--- config.mk ---
export PLATFORM = sky130hd
export DESIGN_NAME = nibble_serial_subtractor
export DESIGN_NICKNAME = d
export VERILOG_FILES = /design/src/rtl/nibble_serial_subtractor_pkg.sv /design/src/rtl/nibble_serial_subtractor_bla.sv /design/src/rtl/nibble_serial_subtractor.sv
export SDC_FILE = /design/constraint.sdc
export NUM_CORES = 1
export LEC_CHECK = 0
export BUFFER_PORTS_ARGS = -buffer_cell sky130_fd_sc_hd__clkbuf_2
export CAP_MARGIN = 40
export CORE_MARGIN = 5
export CORE_UTILIZATION = 49
export CTS_CLUSTER_DIAMETER = 60
export CTS_CLUSTER_SIZE = 25
export DETAILED_ROUTE_END_ITERATION = 16
export PLACE_DENSITY = 0.84
export SLEW_MARGIN = 0
export SYNTH_ARGS = -nofsm -noshare
export SYNTH_HDL_FRONTEND = slang
export SYNTH_SLANG_ARGS = --single-unit
--- constraint.sdc ---
create_clock -name clk -period 2.4 [get_ports clk]
set_input_delay 0.6 -clock clk [delete_from_list [all_inputs] [get_ports clk]]
set_output_delay 0.6 -clock clk [all_outputs]
set_load 0.02 [all_outputs]
--- src/rtl/nibble_serial_subtractor_pkg.sv ---
// Shared types for the nibble-serial subtractor.
// Nibble width and the sequencer state encoding.
package nibble_serial_subtractor_pkg;

  localparam int NIBBLE_W = 4;

  typedef enum logic {
    IDLE = 1'b0,
    RUN  = 1'b1
  } state_t;

endpackage

--- src/rtl/nibble_serial_subtractor_bla.sv ---
// 4-bit borrow-lookahead subtract slice: d = a - b - bin.
// Purely combinational; all borrows in flattened form.
module borrow_lookahead_sub4 (
  input  logic [3:0] a,
  input  logic [3:0] b,
  input  logic       bin,
  output logic [3:0] d,
  output logic       bout
);

  logic [3:0] g;
  logic [3:0] p;
  logic [4:0] c;

  assign g = ~a & b;
  assign p = ~(a ^ b);

  assign c[0] = bin;
  assign c[1] = g[0]
              | (p[0] & c[0]);
  assign c[2] = g[1]
              | (p[1] & g[0])
              | (p[1] & p[0] & c[0]);
  assign c[3] = g[2]
              | (p[2] & g[1])
              | (p[2] & p[1] & g[0])
              | (p[2] & p[1] & p[0] & c[0]);
  assign c[4] = g[3]
              | (p[3] & g[2])
              | (p[3] & p[2] & g[1])
              | (p[3] & p[2] & p[1] & g[0])
              | (p[3] & p[2] & p[1] & p[0] & c[0]);

  assign d    = a ^ b ^ c[3:0];
  assign bout = c[4];

endmodule

--- src/rtl/nibble_serial_subtractor.sv ---
// Nibble-serial a - b - bin with start/busy/done handshake.
// Optional ovf output enabled by NIBBLE_SUB_OVF_EN.
module nibble_serial_subtractor
  import nibble_serial_subtractor_pkg::*;
#(
  parameter int WIDTH = 16
) (
  input  logic             clk,
  input  logic             rst_n,
  input  logic             start,
  input  logic [WIDTH-1:0] a,
  input  logic [WIDTH-1:0] b,
  input  logic             bin,
  output logic             busy,
  output logic             done,
`ifdef NIBBLE_SUB_OVF_EN
  output logic             ovf,
`endif
  output logic [WIDTH-1:0] diff,
  output logic             bout
);

  localparam int N  = WIDTH / NIBBLE_W;
  localparam int IW = (N > 1) ? $clog2(N) : 1;

  state_t           state;
  state_t           state_d;
  logic [IW-1:0]    idx;
  logic [WIDTH-1:0] a_q;
  logic [WIDTH-1:0] b_q;
  logic             brw_q;
  logic [WIDTH-1:0] diff_q;
  logic             bout_q;
  logic             done_q;
  logic [3:0]       na;
  logic [3:0]       nb;
  logic [3:0]       nd;
  logic             nbo;
  logic             last;
  logic             accept;
  logic             run;

  assign run    = (state == RUN);
  assign accept = (state == IDLE) && start;
  assign last   = (idx == IW'(N - 1));

  assign na = a_q[idx*NIBBLE_W +: NIBBLE_W];
  assign nb = b_q[idx*NIBBLE_W +: NIBBLE_W];

  borrow_lookahead_sub4 u_slice (
    .a    (na),
    .b    (nb),
    .bin  (brw_q),
    .d    (nd),
    .bout (nbo)
  );

  always_ff @(posedge clk or negedge rst_n) begin
    if (!rst_n) begin
      state <= IDLE;
    end else begin
      state <= state_d;
    end
  end

  always_comb begin
    state_d = state;
    unique case (state)
      IDLE: if (start) state_d = RUN;
      RUN:  if (last)  state_d = IDLE;
    endcase
  end

  always_ff @(posedge clk or negedge rst_n) begin
    if (!rst_n) begin
      idx    <= '0;
      a_q    <= '0;
      b_q    <= '0;
      brw_q  <= 1'b0;
      diff_q <= '0;
      bout_q <= 1'b0;
      done_q <= 1'b0;
    end else begin
      done_q <= 1'b0;
      if (accept) begin
        a_q    <= a;
        b_q    <= b;
        brw_q  <= bin;
        idx    <= '0;
        diff_q <= '0;
      end else if (run) begin
        diff_q[idx*NIBBLE_W +: NIBBLE_W] <= nd;
        brw_q <= nbo;
        idx   <= idx + 1'b1;
        if (last) begin
          bout_q <= nbo;
          done_q <= 1'b1;
        end
      end
    end
  end

`ifdef NIBBLE_SUB_OVF_EN
  logic ovf_q;
  logic brw_msb;

  // Borrow into the top bit recovered from d3 = a3 ^ b3 ^ brw3.
  assign brw_msb = nd[3] ^ na[3] ^ nb[3];

  always_ff @(posedge clk or negedge rst_n) begin
    if (!rst_n) begin
      ovf_q <= 1'b0;
    end else if (run && last && !accept) begin
      ovf_q <= brw_msb ^ nbo;
    end
  end

  assign ovf = ovf_q;
`endif

  assign busy = run;
  assign done = done_q;
  assign diff = diff_q;
  assign bout = bout_q;

endmodule

==> results.tsv <==
metric	value	unit
fin_crit_sh	96.53	%
pwr-share-seq	31.0	%
yosysUniqueCellTypes	29	
p_per_area	1680	nW/um2
dieWidth	82.44	um
required	2.60	ns
slew_headroom	58.11	%
synth-warning-count	0	
synth_ff_type	dfrtp_1	
tightest_slew	0.6284	ns
finalWirelength	5110	um
ys_ff_latch	54	
clk_pin_slew	0.10	ns
drtAntennaViolNets	0	
cts_made_buffers	5	
fin_setup_tns	0	ns
grt_overflow	0	
internal_power	0.003213	W
async_reset_ff_share	100.0	%
grt_usage	17.42	%
hold_buffers	0	
insertion_delay	0.31	ns
crit_chain	buf_6, buf_16, mux4_2, inv_2, ha_4, and3_4, a22oi_2, o31ai_4, a32o_1	
setup.worst_path.end_class	register	
ios	55	
nNetsFinal	297	
cts_tree	yes	
drt_iter0_markers	46	
r2r_start	idx[0]$_DFFE_PN0P_	
path_buf_inv	3	
fillers	408	
cp.arrival	2.52	ns
clock.fmax	431.6	MHz
worst-path-max-fanout	5	
path_class	reg -> reg	
timing.hold.ws	0.2908	ns
gp_congestion	0.8216	
cts_sinks	54	
port-buffer-count	54	
die_y	82.44	um
status	complete, no violations	
synth_area_leader_cell	dfrtp_1	
start_kind	register	
synth_top_area_share	52.55	%
grt_max_degree	33	
avgViaCountPerCell	5.211	
syn_area	2571	um2
drive_gt1_share	50.00	%
start_util	50.34	%
p_comb_share	57.5	%
core	5107	um2
switching_share	39.61	%
netlist_instances	188	
drtPass1Iterations	4	
cts.htree.levels	2	
period_minus_slack	2.317	ns
slowest_delay	0.50	ns
fin_skew	0.01119	ns
p_switching	0.002108	W
regArea	1353	um2
slew_viol_final	0	
synth_nets	234	
die_area	6796	um2
p_clk_share	11.5	%
p_leak	1.514	nW
crit_slowest_cell	mux4_2	
clock_path_buffers	2	
setup_viol_count_final	0	
grt_pass1_vias	1789	
yosysSeqAreaShare	52.55	%
yosys-top-cells-area	dfrtp_1, mux2_4, mux4_2, mux2_2, ha_1	
hold_viol	0	
vias	1678	
cts_root_buf	clkbuf_8	
multiInputGateArea	1195	um2
synth.avg_cell_area	13.68	um2
drc	0	
grt_pass1_wl	8804	um
max-vdd-ir-drop	0.8000	mV
maxCapViolCount	0	
hold_class	in -> async	
dp_hpwl	3853	um
synth_edf_count	0	
crit_path_start	idx[0]$_DFFE_PN0P_	
n_antenna_cell	0	
critical_path.top_delay_family	compound AO/OA/AOI/OAI gates	
area_growth	23.16	%
wl_per_cell	15.87	um
num_rows	26	
antenna_found_initial	0	
layer usage:
| metal | up-vias | wire length, um | track usage [%] |
|---|---|---|---|
| met1 | 831 | 2274 | 23.10 |
| met3 | 6 | 313 | 4.447 |
| met4 | 0 | 54 | 4.485 |
| li1 | 792 | - | - |
| met5 | - | 0 | 0 |
| met2 | 49 | 2468 | 28.53 |
power groups by stage:
stage	clock [W]	sequential, W	combinational, W
after floorplan	0	0.00169	0.00188
after global placement	0	0.00166	0.00252
after detailed placement	0	0.00168	0.00262
after CTS	0.000624	0.00166	0.00296
after global routing	0.000667	0.00171	0.00340
final	0.000612	0.00165	0.00306
final timing paths:
kind / depth (start not counted) / to / slack, ns
max in group asynchronous: 2 / b_q[3]$_DFFE_PN0P_ / 1.53
max: 9 / diff[11]$_DFFE_PN0P_ / 0.08
min reg2reg: 2 / diff[2]$_DFFE_PN0P_ / 0.49
min in group clk: 2 / diff[2]$_DFFE_PN0P_ / 0.49
min: 1 / diff[12]$_DFFE_PN0P_ / 0.29
max reg2reg: 9 / diff[11]$_DFFE_PN0P_ / 0.08
through the flow:
stage	area, um2	total power [W]	instances	utilization, %	setup WS (ns)
floorplan	2571	0.003565	188	-	0.07369
global placement	2948	0.004174	311	57.72	0.1159
detailed placement	2948	0.004298	311	57.72	0.007737
CTS	3148	0.005242	321	61.64	0.007474
global route	3167	0.005774	322	62.00	-0.01136
finish	3167	0.005321	322	62.00	0.08326
repair_timing:
action / 4_1_cts / 5_1_grt
pin swaps: 1 / 3
setup endpoints to repair: 2 / 11
gates cloned: 1 / 0
resized for setup: 5 / 11
setup buffers: 1 / 2
layout by cell type, fill, tap and decap left out, types with 2 or more instances in the layout:
master and instances:
a211oi_1 2, a21o_1 3, a21oi_1 7, a22o_1 3
buf_4 5, buf_6 2, clkbuf_2 54, clkbuf_8 5
clkinvlp_4 2, dfrtp_1 53, ha_1 5, ha_4 4
inv_1 6, inv_2 3, mux2_2 15, mux2_4 18
mux4_2 8, nand2_1 17, nand3_1 2, nand4_1 2
nor2_1 4, nor2b_1 5, o21ai_0 11
flip-flops by register name, indices dropped and copies added, names as in the netlist:
name,cells
busy,1
b_q,16
idx,2
done,1
brw_q,1
bout,1
diff,16
a_q,16
final cells by class:
cell class | count | share of cell area [%]
tap | 70 | 2.766
multi-input combinational | 117 | 37.73
clock buffer | 5 | 2.173
sequential | 54 | 42.71
timing repair buffer | 63 | 11.93
clock inverter | 3 | 1.422
inverter | 10 | 1.264
synth_stat cells (all sizes together), types with 2 or more instances:
cell and count:
a21oi 7, a211oi 3, nor2b 6, a21o 3, inv 10, nand3 2
o21ai 12, ha 9, nand2 17, mux4 8, dfrtp 54, buf 7
nor2 4, a22o 3, mux2 33, nand4 2
logic make-up after synthesis:
kind of cell | synth area share (%)
AOI/OAI and AO/OA | 8.029
DFF | 52.55
buffers and inverters | 3.650
adders and majority gates | 5.158
muxes | 24.09
xor gates and xnor gates | 0.3407
and+or+nand+nor | 6.180
Power figures use the tool's default switching activity.
